## src/rtl/fetch_queue_if.sv

```systemverilog
// Fetch front-end bus: memory request/return, EXE redirect and the
// decoupled instruction stream handed to decode.
interface fetch_queue_if #(
  parameter int ARQ    = 16,
  parameter int ADDR_W = 13,
  parameter int DEPTH  = 4
);
  logic                       pc_en;
  logic                       branch_taken;
  logic [ADDR_W-1:0]          jaddr;
  logic                       imem_req;
  logic [ADDR_W-1:0]          imem_addr;
  logic [ARQ-1:0]             imem_data;
  logic [ARQ-1:0]             instr_out;
  logic [ADDR_W-1:0]          instr_pc;
  logic                       instr_valid;
  logic                       id_ready;
  logic [$clog2(DEPTH):0]     count;

  // Fetch unit side
  modport master (
    input  pc_en, branch_taken, jaddr, imem_data, id_ready,
    output imem_req, imem_addr, instr_out, instr_pc, instr_valid, count
  );

  // Environment side (memory, EXE, decode)
  modport slave (
    output pc_en, branch_taken, jaddr, imem_data, id_ready,
    input  imem_req, imem_addr, instr_out, instr_pc, instr_valid, count
  );
endinterface

```

## src/rtl/fetch_queue.sv

```systemverilog
// Instruction fetch front end with a DEPTH-entry decoupling queue.
// The PC issues one request per cycle while credit remains; the returning
// word is queued together with its PC, decode pops the head, and a taken
// branch throws away everything queued or outstanding.
module fetch_queue #(
  parameter int                 ARQ      = 16,
  parameter int                 ADDR_W   = 13,
  parameter int                 DEPTH    = 4,
  parameter logic [ADDR_W-1:0]  RESET_PC = '0
) (
  input  logic          clk,
  input  logic          rst,
  fetch_queue_if.master bus
);

  localparam int PTR_W = $clog2(DEPTH);
  localparam int CNT_W = PTR_W + 1;
  localparam logic [CNT_W-1:0] DEPTH_CNT = CNT_W'(DEPTH);

  logic [ADDR_W-1:0] pc;
  logic [ADDR_W-1:0] inflight_pc;
  logic              inflight;
  logic              kill;

  logic [ARQ-1:0]    q_instr [DEPTH];
  logic [ADDR_W-1:0] q_pc    [DEPTH];
  logic [PTR_W-1:0]  rd_ptr;
  logic [PTR_W-1:0]  wr_ptr;
  logic [CNT_W-1:0]  cnt;

  logic [CNT_W-1:0]  occupancy;
  logic              issue;
  logic              push;
  logic              pop;
  logic              not_empty;

  // The outstanding request reserves a slot so a return always has room.
  assign occupancy = cnt + CNT_W'(inflight);
  assign not_empty = (cnt != '0);
  assign issue = rst & bus.pc_en & ~bus.branch_taken & (occupancy < DEPTH_CNT);
  assign push  = rst & ~bus.branch_taken & inflight & ~kill;
  assign pop   = rst & ~bus.branch_taken & not_empty & bus.id_ready;

  // PC, in-flight tracking, pointers and occupancy; reset beats redirect beats normal flow.
  always_ff @(posedge clk) begin
    if (!rst) begin
      pc          <= RESET_PC;
      inflight_pc <= '0;
      inflight    <= 1'b0;
      kill        <= 1'b0;
      rd_ptr      <= '0;
      wr_ptr      <= '0;
      cnt         <= '0;
    end else if (bus.branch_taken) begin
      pc       <= bus.jaddr;
      kill     <= inflight;
      inflight <= 1'b0;
      rd_ptr   <= '0;
      wr_ptr   <= '0;
      cnt      <= '0;
    end else begin
      kill     <= 1'b0;
      inflight <= issue;
      if (issue) begin
        pc          <= pc + ADDR_W'(1);
        inflight_pc <= pc;
      end
      if (push) begin
        wr_ptr <= wr_ptr + PTR_W'(1);
      end
      if (pop) begin
        rd_ptr <= rd_ptr + PTR_W'(1);
      end
      case ({push, pop})
        2'b10:   cnt <= cnt + CNT_W'(1);
        2'b01:   cnt <= cnt - CNT_W'(1);
        default: cnt <= cnt;
      endcase
    end
  end

  // Queue storage: returned word and its PC land at the write pointer.
  always_ff @(posedge clk) begin
    if (push) begin
      q_instr[wr_ptr] <= bus.imem_data;
      q_pc[wr_ptr]    <= inflight_pc;
    end
  end

  assign bus.imem_req    = issue;
  assign bus.imem_addr   = pc;
  assign bus.instr_valid = not_empty;
  assign bus.instr_out   = not_empty ? q_instr[rd_ptr] : '0;
  assign bus.instr_pc    = not_empty ? q_pc[rd_ptr] : '0;
  assign bus.count       = cnt;

endmodule
```

## src/flat_wrapper.sv

```systemverilog
// flat-port wrapper written by rule: the top's interface ports become plain ports
module fetch_queue_flat 
#(
  parameter int                 ARQ      = 16,
  parameter int                 ADDR_W   = 13,
  parameter int                 DEPTH    = 4,
  parameter logic [ADDR_W-1:0]  RESET_PC = '0
)
  (clk, rst, bus_pc_en, bus_branch_taken, bus_jaddr, bus_imem_data, bus_id_ready, bus_imem_req, bus_imem_addr, bus_instr_out, bus_instr_pc, bus_instr_valid, bus_count);
  fetch_queue_if #(.ARQ(ARQ), .ADDR_W(ADDR_W), .DEPTH(DEPTH)) bus_i ();
  input  logic clk;
  input  logic rst;
  input wire logic [$bits(bus_i.pc_en)-1:0] bus_pc_en;
  input wire logic [$bits(bus_i.branch_taken)-1:0] bus_branch_taken;
  input wire logic [$bits(bus_i.jaddr)-1:0] bus_jaddr;
  input wire logic [$bits(bus_i.imem_data)-1:0] bus_imem_data;
  input wire logic [$bits(bus_i.id_ready)-1:0] bus_id_ready;
  output wire logic [$bits(bus_i.imem_req)-1:0] bus_imem_req;
  output wire logic [$bits(bus_i.imem_addr)-1:0] bus_imem_addr;
  output wire logic [$bits(bus_i.instr_out)-1:0] bus_instr_out;
  output wire logic [$bits(bus_i.instr_pc)-1:0] bus_instr_pc;
  output wire logic [$bits(bus_i.instr_valid)-1:0] bus_instr_valid;
  output wire logic [$bits(bus_i.count)-1:0] bus_count;
  assign bus_i.pc_en = bus_pc_en;
  assign bus_i.branch_taken = bus_branch_taken;
  assign bus_i.jaddr = bus_jaddr;
  assign bus_i.imem_data = bus_imem_data;
  assign bus_i.id_ready = bus_id_ready;
  assign bus_imem_req = bus_i.imem_req;
  assign bus_imem_addr = bus_i.imem_addr;
  assign bus_instr_out = bus_i.instr_out;
  assign bus_instr_pc = bus_i.instr_pc;
  assign bus_instr_valid = bus_i.instr_valid;
  assign bus_count = bus_i.count;
  fetch_queue #(.ARQ(ARQ), .ADDR_W(ADDR_W), .DEPTH(DEPTH), .RESET_PC(RESET_PC)) u_core (.clk(clk), .rst(rst), .bus(bus_i));
endmodule
```

## config.mk

```make
export PLATFORM = sky130hd
export DESIGN_NAME = fetch_queue_flat
export DESIGN_NICKNAME = d
export VERILOG_FILES = /design/src/rtl/fetch_queue_if.sv /design/src/rtl/fetch_queue.sv /design/src/flat_wrapper.sv
export SDC_FILE = /design/constraint.sdc
export NUM_CORES = 1
export LEC_CHECK = 0
export ABC_CLOCK_PERIOD_IN_PS = 2150
export CORE_AREA = 2 2 102 144
export DETAILED_ROUTE_END_ITERATION = 8
export DIE_AREA = 0 0 104 146
export PLACE_DENSITY = 0.78
export SETUP_SLACK_MARGIN = 0.1
export SLEW_MARGIN = 20
export SYNTH_ARGS = -nofsm -noshare
export SYNTH_HDL_FRONTEND = slang
export SYNTH_SLANG_ARGS = --single-unit
```

## constraint.sdc

```tcl
create_clock -name clk -period 2.15 [get_ports clk]
set_clock_uncertainty 0.05 [all_clocks]
set_input_delay 0.3225 -clock clk [delete_from_list [all_inputs] [get_ports clk]]
set_output_delay 0.3225 -clock clk [all_outputs]
set_load 0.005 [all_outputs]
```

[After elaboration in Yosys (flattened, before gate mapping)]
Memory sizes are Yosys's and may differ from the RTL's. A register that Yosys moved wholly into a read port is not among the register bits.
Cells that the tools add are included.
Operators by class
  add/sub/neg operators: 6
  bitwise operators: 11
  reduce and logical (&&, ||, !) cells: 6
  equal/unequal tests: 2
  magnitude comparators: 1
  muxes and demuxes: 11
Operators with widths (count)
  13-bit 2-to-1 mux: 3
  16-bit 2-to-1 mux: 1
  13-bit by 1-bit adder with 13-bit output, second input constant: 1
  1-bit AND: 8
  2-bit 2-to-1 mux: 4
  3-bit case mux with 2 select lines: 1
  2-bit by 1-bit adder with 2-bit output, second input constant: 2
  2-bit AND reduction: 2
  2-bit nonzero test: 2
  3-bit by 1-bit adder with 3-bit output: 1
  3-bit by 1-bit adder with 3-bit output, second input constant: 1
  3-bit < comparator, second input constant: 1
  1-bit inverter: 3
  3-bit nonzero test: 1
  3-bit by 1-bit subtractor with 3-bit output, second input constant: 1
  2-bit by 1-bit == test with 1-bit output, second input constant: 1
  2-bit == test, second input constant: 1
  1-bit 2-to-1 mux: 2
  2-bit OR reduction: 1
Storage, ports and cells
  register bits: 35
  input port bits: 34
  bits in writable memories: 116
  memories kept: 2
Memory list
  u_core.q_instr: words 4, width 16, rd ports 1, clocked after Yosys merged registers in 1, wr ports 1, RTL line fetch_queue.sv:25  | logic [ARQ-1:0] q_instr [DEPTH];
  u_core.q_pc: words 4, width 13, rd ports 1, clocked after Yosys merged registers in 1, wr ports 1, RTL line fetch_queue.sv:26  | logic [ADDR_W-1:0] q_pc [DEPTH];

[Depth between registers and ports, before layout]
Gate-level depths: netlist (run 1).
  word-level depth: 6
  depth in mapped cells: 11

[Worst setup path after synthesis (run 1)]
No wires, ideal clock.
  path kind: input-to-reg
  from: input bus_branch_taken
  to: register u_core.cnt[2] (netlist: u_core.bus.count[2])
  arrival: 2.174 ns
  path buffers: 2
  cell stages on the path: 10
  setup slack: -0.145 ns
  library setup time: 0.071 ns
  path through: buf_6 > nand2b_1 > clkbuf_1 > nor3b_2 > ha_1 > inv_1 > fa_1 > xor2_1 > or3_1 > a21oi_1
Between the ends
  cells in the longest elaborated chain, start to end: 6
  elaborated cells on any way between the ends: 11
Ends and longest elaborated chain
  start, declared: RTL line flat_wrapper.sv:14  | input wire logic [$bits(bus_i.branch_taken)-1:0] bus_branch_taken;
  1-bit inverter (*): RTL line fetch_queue.sv:42  | assign pop = rst & ~bus.branch_taken & not_empty & bus.id_ready;
  1-bit AND (*) (3 in series): RTL line fetch_queue.sv:42
  net u_core.pop: RTL line fetch_queue.sv:34  | logic pop;
  2-bit by 1-bit == test with 1-bit output / 2-bit == test (equally long branches): RTL line fetch_queue.sv:74  | case ({push, pop})
  3-bit case mux with 2 select lines / 2-bit nonzero test (equally long branches)
  end signal, assigned: RTL line fetch_queue.sv:75  | 2'b10: cnt <= cnt + CNT_W'(1);
  end signal, assigned: RTL line fetch_queue.sv:76  | 2'b01: cnt <= cnt - CNT_W'(1);
  end signal, assigned: RTL line fetch_queue.sv:77  | default: cnt <= cnt;
  end, declared: RTL line fetch_queue.sv:29  | logic [CNT_W-1:0] cnt;
Mark *: on every way through the listed nets, which the timed path passes. The rest lies on a longest branch.
A chain may end at the register's enable or synchronous reset.

==> summary.md, run 1 <==
| Metric | Value |
|---|---|
| Clk sinks | `153` |
| Syn-to-layout area delta | `36.9%` |
| First-pass GRT wire length | `a little over 20 mm` |
| Crit start category | `flip-flop` |
| Final Net Count | `569` |
| Multi-input logic area | `1870 um^2` |
| Core area | `13800 um^2` |
| Total global routing overflow | `0` |
| Mean area per synthesized cell | `approximately 15 um^2` |
| Post-synth ARST share | `0` |
| Die W | `104 um` |
| Clk buf depth | `2` |
| Slowest stage delay, CP | `about 0.50 ns` |
| Clk_lat worst skew | `0.41 ns` |
| Violated checks | `negative setup slack` |
| # DRC | `0` |
| TritonCTS clock tree | `done` |
| Total routed wirelength | `~13 mm` |
| Vias in the first global route | `3921` |
| Layout fillers | `1033` |
| Drt via density | `5.17` |
| Worst setup EP type | `output pin` |
| Hold Crit Class | `in2reg` |
| Synthesized instance count | `397` |
| Worst hold slack | `0.338 ns` |
| DIE HEIGHT | `around 150 um` |
| Unrepaired setup endpoints after global routing | `true` |
| GRT Resource Usage Total | `0.179` |
| Cell Area, Placed | `7420 um^2` |
| Max FO, Critical Path | `5` |
| Post-synth EDFFs | `116` |
| Layout cell share with drive strength beyond 1 | `0.348` |
| Worst slack, placed | `-0.331 ns` |
| CTS Hold Buffers Added | `0` |
| Ratio of final minimum period to clock period | `1.07` |
| Number of H-tree levels | `4` |
| Initial Util | `0.446` |
| Seq/Total Area, Yosys | `0.687` |
| Largest net degree at the start of global routing | `30` |
| ANT cells | `0` |
| WP data required | `1.78 ns` |
| Die area | `15200 um^2` |
| Port Buffer Count | `80` |
| Worst slew pin tran | `0.713 ns` |
| Final critical-path required period | `2.30 ns` |
| Rows | `51` |
| Final std cells w/o fill | `726` |
| Final setup vio count | `27` |
| Final hold vios | `0` |
| Slowest CP cell | `mux4_2` |
| Clk slew on worst S/H paths | `0.06 ns` |
| Main synth FF type | `edfxtp_1` |
| Critical-path cell list | `buf_6, buf_16, buf_8, mux4_2, and2_1, buf_2` |
| Hpwl dp | `7.61 mm` |
| Yosys cell types | `44` |
| Final instance area | `8420 um^2` |
| Root Driver | `clkbuf_16` |
| Pwr dens | `758 nW/um^2` |
| Worst ir drop on vdd | `0.468 mV` |
| Power, Total | `6.38 mW` |
| Cell total after placement | `approximately 670` |
| Cell Area, Synth | `about 6100 um^2` |
| Placer Congestion | `0.818` |
| Final worst slack | `-0.148 ns` |
| Final Max Slew Viols | `0` |
| Register bit total from synthesis | `153` |
| Register Area | `about 4200 um^2` |
| Io pins | `81` |
| Drt pass-1 iters | `4` |
| Avg WL per Cell | `between 15 and 20 um` |
| TritonCTS buffer count | `17` |
| Crit path DAT | `1.93 ns` |
| Relative slew slack | `0.524` |
| Outcome | `finished, violations left` |
| Final Util | `0.611` |
| Setup Total Neg Slack | `-1.71 ns` |
| DR vias | `3750` |
| Final ANT Viol Nets | `0` |
| Critical path class | `reg2out` |
| Antenna violations before repair | `0` |
| Highest clock rate | `approximately 440 MHz` |
| Max Cap Violations | `0` |
| Syn Nets | `approximately 440` |
| Drt first-iter violations | `196` |
| Leak Pwr | `just under 3 nW` |
| YS warnings | `0` |
sequential cells by signal, indices dropped and copies added, names as in the netlist, named ones only:
signal,cells
u_core.wr_ptr,2
u_core.inflight_pc,13
u_core.rd_ptr,2
u_core.q_pc,52
u_core.bus.count,3
u_core.bus.imem_addr,13
u_core.inflight,1
u_core.q_instr,64
u_core.kill,1
cells in the mapped netlist (all sizes together), types with 4 or more instances:
master	instances	area, um^2
edfxtp	116	3480
nand2	44	165
dfxtp	37	741
and2	34	213
mux4	29	653
a21oi	20	100
inv	13	48.8
clkbuf	11	41.3
nor2	11	41.3
buf	10	67.6
ha	6	75.1
o22ai	6	37.5
mux2i	4	40.0
xnor2	4	35.0
cell families (layout without fill, tap and decap cells):
| kind of cell | count (synthesis) | in the layout | share of synthesized area |
|---|---|---|---|
| muxes | 35 | 35 | 0.116 |
| xor gates and xnor gates | 6 | 6 | 0.00855 |
| adders and majority gates | 7 | 7 | 0.0155 |
| buffers and inverters | 34 | 178 | 0.0256 |
| AOI/OAI and AO/OA | 49 | 49 | 0.0507 |
| and+or+nand+nor | 113 | 113 | 0.0961 |
| DFF | 153 | 153 | 0.687 |
per-layer routing:
layer | wire length, um | GRT usage | vias up
met2 | 7230 | 0.326 | 118
li1 | - | - | 1768
met3 | 542 | 0.0367 | 19
met4 | 229 | 0.0770 | 0
met5 | 0 | 0 | -
met1 | 5110 | 0.203 | 1845
what timing repair did:
action,in CTS,in global routing
resized for setup,176,26
pin swaps,28,9
setup endpoints to repair,32,31
cloned,3,0
setup buffers,20,3
endpoints found under the hold margin,0,0
power by group:
part / total [mW] / switching [mW] / internal, mW
Combinational: 0.246 / 0.102 / 0.144
Clock: 2.92 / 1.19 / 1.73
Sequential: 3.22 / 0.0330 / 3.19
cell type report:
| class | count | share of cell area |
|---|---|---|
| Inverter | 13 | 0.00580 |
| Multi-Input combinational cell | 210 | 0.223 |
| Clock buffer | 17 | 0.0505 |
| Timing Repair Buffer | 133 | 0.171 |
| Tap cell | 185 | 0.0275 |
| Clock inverter | 15 | 0.0198 |
| Sequential cell | 153 | 0.503 |
placed cells by master (no fill, tap or decap), drive strengths merged, types with 3 or more instances in the layout:
master,n
edfxtp,116
buf,80
clkdlybuf4s50,48
nand2,44
dfxtp,37
and2,34
mux4,29
a21oi,20
clkbuf,18
inv,18
nor2,11
o22ai,6
ha,6
xnor2,4
mux2i,4
clkinvlp,4
clkinv,4
nand4,3
and3,3
o31a,3
nand3,3
a32oi,3
or3,3
a31oi,3
o21ai,3
nor3,3
path summary, 6_finish.rpt:
check	start	end	slack, ns	cells past startpoint
worst max register to register	u_core.bus.count[2]$_SDFFE_PP0P_	u_core.bus.count[2]$_SDFFE_PP0P_	0.13	9
worst max-delay path	flip-flop	bus_instr_pc[7]	-0.15	6
worst min register to register	u_core.inflight_pc[8]$_SDFFE_PN0P_	u_core.inflight_pc[8]$_SDFFE_PN0P_	0.46	2
worst min-delay path	bus_branch_taken	u_core.bus.imem_addr[8]$_SDFFE_PN0P_	0.34	4
worst max-delay path: cells and delay by family, from the launching register on:
kind / cells / cell delay (ns)
flops: 1 / 0.40
buf+inv: 4 / 0.47
simple gates: 1 / 0.15
mux: 1 / 0.50
Power figures use the tool's default switching activity.
==> run 2: changes to the inputs <==
- SKIP_CTS_REPAIR_TIMING: unset -> 1
==> summary.md, run 2 (synthesized netlist as in run 1, its figures left out) <==
| Metric | Value |
|---|---|
| Total routed wirelength | `between 10 and 15 mm` |
| Clk slew on worst S/H paths | `0.06 ns` |
| Drt first-iter violations | `approximately 220` |
| Worst hold slack | `0.446 ns` |
| Setup Total Neg Slack | `-2.78 ns` |
| TritonCTS clock tree | `done` |
| Final ANT Viol Nets | `0` |
| Final setup vio count | `27` |
| Violated checks | `negative setup slack` |
| Max Cap Violations | `0` |
| Die area | `15200 um^2` |
| Clk_lat worst skew | `0.41 ns` |
| Most flops, register | `u_core.q_instr` |
| Crit path DAT | `approximately 2.0 ns` |
| Total global routing overflow | `0` |
| Final hold vios | `0` |
| WP data required | `1.78 ns` |
| Number of H-tree levels | `4` |
| Avg WL per Cell | `17.6 um` |
| Outcome | `finished, violations left` |
| Placer Congestion | `slightly above 0.8` |
| Slowest stage delay, CP | `0.54 ns` |
| Worst slew pin tran | `0.732 ns` |
| Final Max Slew Viols | `0` |
| Pwr dens | `763 nW/um^2` |
| Final instance area | `between 8000 and 9000 um^2` |
| Port Buffer Count | `80` |
| Final Util | `0.607` |
| RR Endpoint | `u_core.bus.count[2]$_SDFFE_PP0P_` |
| Drt pass-1 iters | `5` |
| TritonCTS buffer count | `17` |
| Antenna violations before repair | `0` |
| Root Driver | `clkbuf_16` |
| Hpwl dp | `7.61 mm` |
| Final worst slack | `-0.205 ns` |
| First-pass GRT wire length | `19.2 mm` |
| Clk buf depth | `2` |
| Initial Util | `0.446` |
| Most used cell, CP | `buf_6` |
| DIE HEIGHT | `146 um` |
| Syn-to-layout area delta | `36.2%` |
| Final std cells w/o fill | `734` |
| Core area | `approximately 14000 um^2` |
| ANT cells | `0` |
| Ratio of final minimum period to clock period | `1.10` |
| Worst hold path depth | `3` |
| Final Net Count | `577` |
| Commonest non-fill, non-tap cells in the layout | `edfxtp_1 (116), clkdlybuf4s50_1 (49), nand2_1 (44)` |
| Drt via density | `5.13` |
| Leak Pwr | `3.03 nW` |
| Rows | `51` |
| Hold Path End | `u_core.bus.imem_addr[8]$_SDFFE_PN0P_` |
| Highest clock rate | `425 MHz` |
| Vias in the first global route | `3756` |
| Slowest CP cell | `mux4_2` |
| Cell total after placement | `about 670` |
| Commonest non-fill, non-tap cell in the layout | `edfxtp_1` |
| Buf/Inv on CP | `4` |
| Reg2reg start | `u_core.bus.count[1]$_SDFFE_PP0P_` |
| GRT Resource Usage Total | `0.165` |
| # DRC | `0` |
| CP delay by family, top | `multiplexers` |
| DR vias | `3767` |
| Final critical-path required period | `2.35 ns` |
| Critical path class | `reg2out` |
| Worst setup EP type | `output pin` |
| Layout cell share with drive strength beyond 1 | `0.344` |
| Cell Area, Placed | `7420 um^2` |
| R2R cell count | `9` |
| Max reg flops | `64` |
| Io pins | `between 80 and 90` |
| Relative slew slack | `0.512` |
| Max FO, Critical Path | `5` |
| Hold Crit Start | `bus_jaddr[8]` |
| Crit start category | `flip-flop` |
| Largest net degree at the start of global routing | `31` |
| Die W | `104 um` |
| Largest regs | `u_core.q_instr: 64 flops, u_core.q_pc: 52 flops` |
| Unrepaired setup endpoints after global routing | `true` |
| Clk sinks | `153` |
| Critical-path cell list | `buf_6, buf_12, buf_6, mux4_2, and2_1, buf_2` |
| Worst ir drop on vdd | `~0.47 mV` |
| Hold Crit Class | `in2reg` |
| Register-to-register setup slack | `0.12 ns` |
-- run 2: cell type report --
class,instances,area [um^2]
tap,185,231
inverter,13,48.8
clock buffer,17,425
multi-input combinational,210,1860
clock inverter,15,166
fill,1046,5410
sequential,153,4230
timing repair buffer,141,1410
-- run 2: through the flow --
stage	power, mW	setup slack (ns)
2_1_floorplan	3.37	-0.0158
3_3_place_gp	3.51	-0.252
3_5_place_dp	3.52	-0.331
4_1_cts	6.43	-0.438
5_1_grt	6.59	-0.245
6_report	6.39	-0.205
-- run 2: how the worst max path moves through the flow --
stage | slack, ns | endpoint | cells after the start
6_report | -0.20 | bus_instr_pc[8] | 6
5_1_grt | -0.24 | bus_instr_pc[8] | 6
4_1_cts | -0.44 | bus_instr_pc[8] | 4
3_5_place_dp | -0.33 | u_core.bus.count[2]$_SDFFE_PP0P_ | 9
3_3_place_gp | -0.25 | u_core.bus.count[2]$_SDFFE_PP0P_ | 9
2_1_floorplan | -0.02 | u_core.bus.count[2]$_SDFFE_PP0P_ | 10
-- run 2: layer usage --
metal,wire [um],vias up,part of all wire,global-route usage
li1,-,1786,-,-
met3,485,22,0.038,0.0331
met4,298,0,0.023,0.0736
met1,5100,1851,0.40,0.189
met2,7020,108,0.54,0.295
met5,0,-,0,0
-- run 2: where the power goes --
part           total (mW)  switching, mW  internal, mW
clock network        2.92           1.19          1.73
registers            3.22         0.0332          3.19
logic               0.243          0.101         0.141
-- run 2: tightest hold or removal path, delay by kind of cell --
kind,cells,cell delay [ns]
AOI/OAI and AO/OA,1,0.07
buffers and inverters,1,0.40
and+or+nand+nor,1,0.07
